`src/rtl/reg_writeback_pkg.sv`:
```
// Shared types for the integer register-file write-back path.
//
// Contents:
//   REG_COUNT / REG_ADDR_W  architectural register count and index width
//   regName_t               register index type
//   wb_src_t                which producer owns the write slot this cycle
//   rr_side_t               round-robin side (load or mul/div)
//   reg_mask()              one-hot register mask, x0 always maps to zero
package reg_writeback_pkg;

  localparam int REG_COUNT  = 32;
  localparam int REG_ADDR_W = $clog2(REG_COUNT);

  typedef logic [REG_ADDR_W-1:0] regName_t;

  typedef enum logic [1:0] {
    WB_NONE = 2'd0,
    WB_ALU  = 2'd1,
    WB_LD   = 2'd2,
    WB_MD   = 2'd3
  } wb_src_t;

  typedef enum logic {
    GRANT_LD = 1'b0,
    GRANT_MD = 1'b1
  } rr_side_t;

  // x0 is hardwired zero, so it never owns a scoreboard bit.
  function automatic logic [REG_COUNT-1:0] reg_mask(input regName_t r);
    logic [REG_COUNT-1:0] m;
    m = '0;
    if (r != '0) m[r] = 1'b1;
    return m;
  endfunction

endpackage

```
`src/rtl/reg_writeback_arb.sv`:
```
// Two-requester round-robin arbiter for the load and mul/div producers.
//
// Ports:
//   clk, rst   clock and asynchronous active-high reset
//   enable     slot is free for ld/md (no ALU result, not in reset)
//   req_ld     load result offered
//   req_md     mul/div result offered
//   gnt_ld     load granted (combinational)
//   gnt_md     mul/div granted (combinational)
//
// A grant is only issued to a requester that is valid, so every grant is a
// transfer; last_grant therefore moves only on real transfers.
module wb_rr_arb
  import reg_writeback_pkg::*;
(
  input  logic clk,
  input  logic rst,
  input  logic enable,
  input  logic req_ld,
  input  logic req_md,
  output logic gnt_ld,
  output logic gnt_md
);

  rr_side_t last_grant;
  rr_side_t last_grant_next;

  always_ff @(posedge clk or posedge rst) begin
    if (rst) begin
      last_grant <= GRANT_MD;
    end else begin
      last_grant <= last_grant_next;
    end
  end

  always_comb begin
    gnt_ld          = 1'b0;
    gnt_md          = 1'b0;
    last_grant_next = last_grant;

    if (enable) begin
      if (req_ld && req_md) begin
        // Tie: the side that did not win last time goes now.
        if (last_grant == GRANT_MD) gnt_ld = 1'b1;
        else                        gnt_md = 1'b1;
      end else if (req_ld) begin
        gnt_ld = 1'b1;
      end else if (req_md) begin
        gnt_md = 1'b1;
      end
    end

    if (gnt_ld)      last_grant_next = GRANT_LD;
    else if (gnt_md) last_grant_next = GRANT_MD;
  end

endmodule

```
`src/rtl/reg_writeback.sv`:
```
// Write-side controller for the integer register file.
//
// Picks at most one result per cycle from ALU, load and mul/div, registers it
// onto the register-file write port, and keeps a per-register pending-write
// scoreboard for decode.
//
// Ports:
//   clk, rst                    clock, asynchronous active-high reset
//   alu_valid/alu_rd/alu_data   ALU result, always accepted
//   ld_valid/ld_ready/ld_rd/ld_data   load result handshake
//   md_valid/md_ready/md_rd/md_data   mul/div result handshake
//   issue_valid/issue_rd        decode issued an instruction writing issue_rd
//   busy                        bit i set while a write to register i is outstanding
//   wen/rd/data_in              registered register-file write port
module reg_writeback
  import reg_writeback_pkg::*;
#(
  parameter int DATA_WIDTH = 32
) (
  input  logic                  clk,
  input  logic                  rst,

  input  logic                  alu_valid,
  input  regName_t              alu_rd,
  input  logic [DATA_WIDTH-1:0] alu_data,

  input  logic                  ld_valid,
  output logic                  ld_ready,
  input  regName_t              ld_rd,
  input  logic [DATA_WIDTH-1:0] ld_data,

  input  logic                  md_valid,
  output logic                  md_ready,
  input  regName_t              md_rd,
  input  logic [DATA_WIDTH-1:0] md_data,

  input  logic                  issue_valid,
  input  regName_t              issue_rd,
  output logic [REG_COUNT-1:0]  busy,

  output logic                  wen,
  output regName_t              rd,
  output logic [DATA_WIDTH-1:0] data_in
);

  logic                  gnt_ld;
  logic                  gnt_md;
  wb_src_t               src;
  regName_t              sel_rd;
  logic [DATA_WIDTH-1:0] sel_data;
  logic                  commit;
  logic                  do_write;
  logic [REG_COUNT-1:0]  busy_next;

  // ALU takes the slot outright; holding rst out of enable drops both
  // ready lines combinationally during reset.
  wb_rr_arb u_arb (
    .clk    (clk),
    .rst    (rst),
    .enable (!rst && !alu_valid),
    .req_ld (ld_valid),
    .req_md (md_valid),
    .gnt_ld (gnt_ld),
    .gnt_md (gnt_md)
  );

  assign ld_ready = gnt_ld;
  assign md_ready = gnt_md;

  always_comb begin
    src = WB_NONE;
    if (alu_valid)   src = WB_ALU;
    else if (gnt_ld) src = WB_LD;
    else if (gnt_md) src = WB_MD;
  end

  always_comb begin
    sel_rd   = '0;
    sel_data = '0;
    unique case (src)
      WB_ALU: begin
        sel_rd   = alu_rd;
        sel_data = alu_data;
      end
      WB_LD: begin
        sel_rd   = ld_rd;
        sel_data = ld_data;
      end
      WB_MD: begin
        sel_rd   = md_rd;
        sel_data = md_data;
      end
      default: begin
        sel_rd   = '0;
        sel_data = '0;
      end
    endcase
  end

  assign commit   = (src != WB_NONE);
  // Results aimed at x0 are consumed but never reach the register file.
  assign do_write = commit && (sel_rd != '0);

  always_ff @(posedge clk or posedge rst) begin
    if (rst) begin
      wen     <= 1'b0;
      rd      <= '0;
      data_in <= '0;
    end else begin
      wen <= do_write;
      if (do_write) begin
        rd      <= sel_rd;
        data_in <= sel_data;
      end
    end
  end

  // Clear first, then set: a fresh issue to the register being written
  // back must stay pending, since that new producer is still outstanding.
  always_comb begin
    busy_next = busy;
    if (commit)      busy_next = busy_next & ~reg_mask(sel_rd);
    if (issue_valid) busy_next = busy_next | reg_mask(issue_rd);
    busy_next[0] = 1'b0;
  end

  always_ff @(posedge clk or posedge rst) begin
    if (rst) begin
      busy <= '0;
    end else begin
      busy <= busy_next;
    end
  end

endmodule

```
`config.mk`:
```
export PLATFORM = sky130hd
export DESIGN_NAME = reg_writeback
export DESIGN_NICKNAME = d
export VERILOG_FILES = /design/src/rtl/reg_writeback_pkg.sv /design/src/rtl/reg_writeback_arb.sv /design/src/rtl/reg_writeback.sv
export SDC_FILE = /design/constraint.sdc
export NUM_CORES = 1
export LEC_CHECK = 0
export CORE_MARGIN = 10
export CORE_UTILIZATION = 34
export DETAILED_ROUTE_END_ITERATION = 12
export PLACE_DENSITY = 0.77
export SKIP_CTS_REPAIR_TIMING = 1
export SYNTH_ARGS = -nofsm -noshare
export SYNTH_HDL_FRONTEND = slang
export SYNTH_SLANG_ARGS = --single-unit
```
`constraint.sdc`:
```
create_clock -name clk -period 1.95 [get_ports clk]
set_input_delay 0.195 -clock clk [delete_from_list [all_inputs] [get_ports clk]]
set_output_delay 0.195 -clock clk [all_outputs]
set_load 0.005 [all_outputs]
```
==> results.txt, run 1 <==
Data arrives at the worst endpoint at 2.42 ns. The clock-pin slew reported for the worst setup and hold paths after clock tree synthesis was 0.08 ns. The tools report the net count reported at finish as 660. The run finished, with violations left. The total die area was 13710 sq um; the global-route track usage on met1 was 21.63%. For flop-to-flop paths, the worst setup slack is -0.20 ns. The detailed router finished its first iteration with 384 violations. The run gives 0 as the number of endpoints with negative hold slack in the final report. The tools report the boundary pin count as 194. The total DRC errors in the routed layout came out at 0. The leading area contributor after synthesis is sky130_fd_sc_hd__dfrtp_1. The routed via count is 3804.

The busiest layer in global routing is met2. In this run the clock root is driven by a sky130_fd_sc_hd__clkbuf_8. In the final layout, the multi-input gates occupy 1692 sq um. Synthesized area divided by synthesized cell count: 10.24 sq um. Using the TritonRoute via totals, the vias-per-cell ratio works out to 5.825.

The overall routing resource usage was 18.57%; the global placer's final weighted congestion was 0.8433. The max-slew violation count is 0. The register cell area after layout was 1753 sq um. At the pin with the least slew margin, the transition time is 0.5201 ns.

The tools report the final antenna diode count as 0. The post-route fraction of the period consumed by the critical path is 110.5%, and the clock latency on the worst-skew pair is 0.34 ns. The power per standard cell area works out to 821.1 nW/um^2. The tools report the first-pass iteration count of the detailed router as 8. In this run the tool buffered the top-level ports with 192 buffer cells. The detail route stage leaves a number of antenna-violating nets equal to 0. The filler cells instantiated in the layout total 683.

The HPWL reported at the end of detailed placement is 10.66 mm, and the largest buffer count on any clock path is 2. The row count is 35. Critical path launch point type: a flip-flop. The met2 global-route usage was 31.08%.

The run gives 70 as the number of clock sinks. The area growth from synthesis to layout is 94.92%. Total grt overflow: 0.

STA puts the critical path data required time at 2.22 ns. The die is 117.1 um tall. The via count of the first global-routing pass is 3731, and the sequential cell area fraction in the yosys report is 54.71%.

Synthesis inferred 70 register bits. Counting every instance in the synthesized netlist gives 313. Entering global routing, the biggest net connects 34 pins.

Worst clock skew on the final layout: 0.006895 ns. The critical path is of the reg2reg type. In the synthesized netlist the dominant register cell turns out to be sky130_fd_sc_hd__dfrtp_1.

After synthesis, the share of flip-flops with an asynchronous set or reset is 100.0%. The run gives 0 as the initial antenna violation count. Cells with a size suffix above 1 make up 23.80% of the layout. Post-placement setup slack: -0.4344 ns. The tools report the number of library cell types mapped by synthesis as 31. The final critical-path required period is 2.155 ns.

Leakage dissipation: 2.403 nW. The logs give 3204 sq um for the post-synthesis instance area and 0.5731 mV for the largest vdd supply drop. The commonest cells after synthesis are sky130_fd_sc_hd__dfrtp_1 (69), sky130_fd_sc_hd__o21ai_0 (64), sky130_fd_sc_hd__a222oi_1 (34). The run gives 464.1 MHz as the highest clock rate. The synthesized design contains 0 enable-type register cells.

The total number of yosys warnings was 0. TritonCTS built the clock tree. The first global-routing pass estimated 19.89 mm of wire.

Counting every net in the synthesized netlist gives 435. The TritonCTS buffer count is 9. The worst setup path is captured at a flip-flop.

Wires add up to 14.92 mm. The final-layout setup total negative slack was -8.232 ns. The path class of the lowest-slack min-delay path is in2async. For the worst max-slew margin expressed relative to the limit, the log shows 65.33%. The effective utilization at floorplan is 34.84%, and the depth of the CTS H-tree is 3.

In the global route stage, met3 resource usage came out at 6.269%. Among all cell types in the netlist, the one instantiated most often is sky130_fd_sc_hd__dfrtp_1. The area of the placeable core is 9196 sq um.

Excluding fillers, the count of instances in the completed layout stands at 653. The top fanout value on the critical path came out at 8. The checks that failed: setup timing. Max-capacitance violation count: 0. Setup violations remaining at the end of the flow were counted as 69. Setup repair after global routing could not meet its margin everywhere.

Placed cell count: 624. The total design power is 0.005129 W. The final critical-path setup slack is -0.2048 ns, and the horizontal die dimension is 117.1 um. Sorting the synthesized cells by area gives the leading types as sky130_fd_sc_hd__dfrtp_1 (54%), sky130_fd_sc_hd__a222oi_1 (11%), sky130_fd_sc_hd__o21ai_0 (10%).

After detailed routing, the average wire length per cell comes to 22.84 um. After synthesis, the largest area contributor takes up 53.89% of total cell area.
power by group:
part / total [W] / internal [W] / switching (W)
sequential: 0.00193 / 0.00174 / 0.000187
combinational: 0.00178 / 0.00106 / 0.000726
clock: 0.00142 / 0.000877 / 0.000540
total: 0.00513 / 0.00368 / 0.00145
registers in the layout, summed over array words and instances, names as in the netlist:
signal and count:
u_arb.last_grant 1, data_in 32, rd 5, busy 31, wen 1
worst max-delay path, stage by stage (launching register included):
cell and delay [ns]:
sky130_fd_sc_hd__dfstp_2 0.55, sky130_fd_sc_hd__buf_4 0.12, sky130_fd_sc_hd__a211oi_4 0.09, sky130_fd_sc_hd__a222oi_1 0.33, sky130_fd_sc_hd__buf_4 0.22, sky130_fd_sc_hd__nand3_2 0.09, sky130_fd_sc_hd__or2_4 0.34, sky130_fd_sc_hd__clkbuf_16 0.20
sky130_fd_sc_hd__a21oi_2 0.13
routing by layer:
metal / wire [um] / vias up
li1: - / 1690
met1: 5719 / 1878
met2: 7430 / 207
met3: 1438 / 29
met4: 326 / 0
met5: 0 / -
area by class of cell:
class | instances | area share, %
clock buffers | 11 | 2.264
clock inverters | 4 | 1.522
inverters | 5 | 0.3606
multi-input cells | 214 | 27.08
flip-flops and latches | 70 | 28.06
well taps | 111 | 2.224
repair buffers | 238 | 38.48
cell usage in the layout (no fill, tap or decap), types with 3 or more instances in the layout:
master / count
sky130_fd_sc_hd__nor2_1: 5
sky130_fd_sc_hd__clkbuf_16: 4
sky130_fd_sc_hd__a21oi_1: 5
sky130_fd_sc_hd__nor3_4: 5
sky130_fd_sc_hd__and2_1: 3
sky130_fd_sc_hd__a221oi_4: 3
sky130_fd_sc_hd__nor3_2: 13
sky130_fd_sc_hd__nor3_1: 15
sky130_fd_sc_hd__buf_12: 5
sky130_fd_sc_hd__a21oi_2: 22
sky130_fd_sc_hd__o21ai_0: 45
sky130_fd_sc_hd__o21ai_2: 4
sky130_fd_sc_hd__clkdlybuf4s50_1: 192
sky130_fd_sc_hd__a221o_1: 3
sky130_fd_sc_hd__a21oi_4: 5
sky130_fd_sc_hd__clkbuf_8: 10
sky130_fd_sc_hd__buf_4: 36
sky130_fd_sc_hd__o21ai_1: 16
sky130_fd_sc_hd__nand3_2: 4
sky130_fd_sc_hd__a222oi_1: 34
sky130_fd_sc_hd__inv_1: 4
sky130_fd_sc_hd__nand3b_1: 5
sky130_fd_sc_hd__nand3_1: 7
sky130_fd_sc_hd__bufinv_16: 3
sky130_fd_sc_hd__dfrtp_1: 69
kinds of logic (layout without fill, tap and decap cells):
logic type,Yosys count,count (layout),synth area share (%)
and+or+nand+nor,71,71,11.87
AOI/OAI and AO/OA,142,142,28.97
DFF,70,70,54.71
other,1,1,0.1170
buffers and inverters,29,258,4.334
path summary, 6_finish.rpt:
check	from	to	cells past startpoint
min in group clk	busy[15]	busy[15]	2
hold reg to reg	busy[15]	busy[15]	2
max in group asynchronous	rst	busy[1]	4
setup reg to reg	u_arb.last_grant	data_in[10]	8
hold / removal	rst	rd[3]	4
setup / recovery	u_arb.last_grant	data_in[10]	8
metrics by stage:
| step | area (sq um) | util (%) | hold WS, ns |
|---|---|---|---|
| after floorplan | 3262 | - | 0.3496 |
| after global placement | 5479 | 59.58 | 0.4923 |
| after detailed placement | 5479 | 59.58 | 0.5011 |
| after CTS | 5715 | 62.15 | 0.3895 |
| after global routing | 6246 | 67.92 | 0.4461 |
| final | 6246 | 67.92 | 0.4343 |
No activity file was read; power rests on OpenSTA's default activity.
==> run 2, diff against run 1 <==
- RECOVER_POWER: not set -> 50
- TNS_END_PERCENT: not set -> 1
==> results.txt, run 2 (synthesized netlist as in run 1, its figures left out) <==
The flow ran to the end, but the final reports show violations. The checks that failed: setup timing. The power per standard cell area works out to 832.4 nW/um^2 (+1.4%).

The tightest min-delay check is of the reg2reg type. The routed length per instance came out at 20.76 um (-9.1%). The number of routed nets with antenna violations is 0 (unchanged).

The logs give 761 (+11%) for the count of fill cells added during filler insertion and -0.1584 ns (+0.04630 ns) for the final critical-path setup slack. The run gives 36.08% (-29 points) as the worst max-slew margin expressed relative to the limit. For the max-slew violation count, the log shows 0 (unchanged).

The count of port buffers added during placement came out at 192 (unchanged). The tools report the total wire length as 13.25 mm (-11%). Leaving out fill and tap cells, the most frequent cell in the layout is sky130_fd_sc_hd__clkdlybuf4s50_1.

data_in holds more flip-flops than any other register. Number of clock sinks: 70 (unchanged). The final worst hold slack is 0.5040 ns (+0.06972 ns), and the maximum number of pins on one net before global-route repair is 39 (+15%). Setup repair after global routing could not meet its margin everywhere. Share of post-route cells with drive strength above 1: 13.09% (-11 points). Kind of cell adding the most delay to the critical path: buffers and inverters. The largest buffer count on any clock path was 2 (unchanged). STA classifies the critical path startpoint as an input port. The logs give 644 (-2.4%) for the net count reported at finish and 9196 sq um (unchanged) for the area of the placeable core. The critical path is of the in2out type. The required arrival time at the worst endpoint was 1.75 ns (-0.47 ns). The number of endpoints with negative hold slack in the final report came out at 0 (unchanged). The run gives 3576 (-6.0%) as the routed via count. The total non-filler cell area in the finished layout is 5734 sq um (-8.2%). The run gives 35 (unchanged) as the row count.

The signal on the critical path passes through dlygate4sd3_1, nand2b_1, a211oi_4, buf_6, clkdlybuf4s50_1. Leakage dissipation: 2.230 nW (-7.2%). The routed via count divided by cell count is 5.605 (-3.8%), and the buffer and inverter count on the worst path is 3 (unchanged).

First-pass iteration count of the detailed router: 8 (unchanged). In the layout the commonest cells are sky130_fd_sc_hd__clkdlybuf4s50_1 (189), sky130_fd_sc_hd__dfrtp_1 (69), sky130_fd_sc_hd__o21ai_0 (49). The area growth from synthesis to layout is 78.95%. The global-route wire length before repair is 19.96 mm (+0.35%). The run gives 13710 sq um (unchanged) as the total die area. The register cell area after layout is 1753 sq um (unchanged). The clock-pin slew reported for the worst setup and hold paths after clock tree synthesis is 0.07 ns (about the same).

The actual transition at the worst max-transition pin is 0.9588 ns (+0.4387 ns). The critical path data arrival time is 1.91 ns (-0.51 ns). The count of routing violations after the opening detailed-route iteration was 371 (-3.4%); the max-capacitance violation count was 0 (unchanged). The depth of the CTS H-tree was 3 (unchanged); the highest clock rate was 474.3 MHz (+2.2%).

The final antenna diode count was 0 (unchanged). The worst clock skew on the final layout came out at 0.007051 ns (+0.0001565 ns). The logs give 10.58 mm (-0.72%) for the HPWL reported at the end of detailed placement and 0.35 ns (about the same) for the clock latency on the worst-skew pair.

The horizontal die dimension was 117.1 um (unchanged); the final critical-path required period was 2.108 ns (-0.04630 ns). The logs give 194 (unchanged) for the boundary pin count and 1425 sq um (-16%) for the multi-input gate area in the final layout. Final setup violation count: 52 (-25%).

The post-placement cell area is 5435 sq um (-0.80%). STA classifies the critical path endpoint as an output port. The number of flip-flops in the largest register was 32 (unchanged).

TritonCTS built the clock tree. The cell sitting at the root of the clock tree is a sky130_fd_sc_hd__clkbuf_8. The overall routing resource usage was 18.36% (-0.21 points); the final-layout setup total negative slack was -3.353 ns (+4.879 ns).

The total grt overflow is 0 (unchanged). The global placer's final weighted congestion came out at 0.8354 (-0.94%). The initial antenna violation count was 0 (unchanged). Largest incremental delay on the critical path: 0.55 ns (about the same). The total DRC errors in the routed layout came out at 0 (unchanged).

The via count of the first global-routing pass was 3731 (unchanged). The run gives 9 (unchanged) as the TritonCTS buffer count. The largest individual stage delay along the critical path comes from the cell sky130_fd_sc_hd__dlygate4sd3_1. The largest vdd supply drop is 0.6263 mV (+9.3%).

The post-route fraction of the period consumed by the critical path works out to 108.1% (-2.4 points). In the final layout, the registers with the most flip-flops are data_in x32, busy x31, rd x5. The effective utilization at floorplan is 34.84% (unchanged), and the top fanout value on the critical path is 8 (unchanged). The overall die height came out at 117.1 um (unchanged).
run 2: area by class of cell:
| class | instances | area share [%] |
|---|---|---|
| clock buffers | 9 | 2.160 |
| well taps | 111 | 2.422 |
| clock inverters | 7 | 1.702 |
| multi-input cells | 214 | 24.85 |
| inverters | 5 | 0.3273 |
| repair buffers | 222 | 37.97 |
| flip-flops and latches | 70 | 30.57 |
run 2: power by group:
group | leakage, nW | switching (W) | internal [W]
registers | 0.859 | 0.000170 | 0.00174
clock network | 0.106 | 0.000586 | 0.000724
logic | 1.27 | 0.000608 | 0.000945
total | 2.23 | 0.00136 | 0.00341
run 2: metal layers:
metal	up-vias	share of wire (%)	global-route usage, %
met4	0	1.0	5.354
met5	-	0	0
met3	14	11	6.983
met2	162	51	31.20
li1	1658	-	-
met1	1742	37	21.02
run 2: worst register-to-register path, delay by kind of cell (launching register included):
family | cells | cell delay (ns)
AND/OR/NAND/NOR | 3 | 0.55
AO/OA/AOI/OAI | 3 | 0.58
flip-flops | 1 | 0.58
buffers and inverters | 1 | 0.18
run 2: through the flow:
stage               power [W]  util [%]  std cells  worst slack, ns
finish               0.004773     62.35        638          -0.1584
global route         0.005021     62.35        638          -0.2226
CTS                  0.004776     61.51        638          -0.2229
detailed placement   0.003464     59.10        622          -0.4405
global placement     0.003415     59.10        622          -0.3517
floorplan            0.002373         -        313         -0.06664
run 2: worst paths after layout:
check                            startpoint          to  slack [ns]  cells after the start
hold / removal                      busy[6]     busy[6]        0.50                      2
min in group asynchronous               rst    busy[31]        0.72                      4
setup / recovery                        rst    md_ready       -0.16                      5
setup reg to reg           u_arb.last_grant    busy[12]       -0.07                      7
hold reg to reg                     busy[6]     busy[6]        0.50                      2
max in group asynchronous               rst  data_in[4]        0.55                      4
==> run 3, diff against run 2 <==
- SLEW_MARGIN: not set -> 5
==> results of run 3 <==
No change in the layout: final DEF, timing and power equal those of run 2.
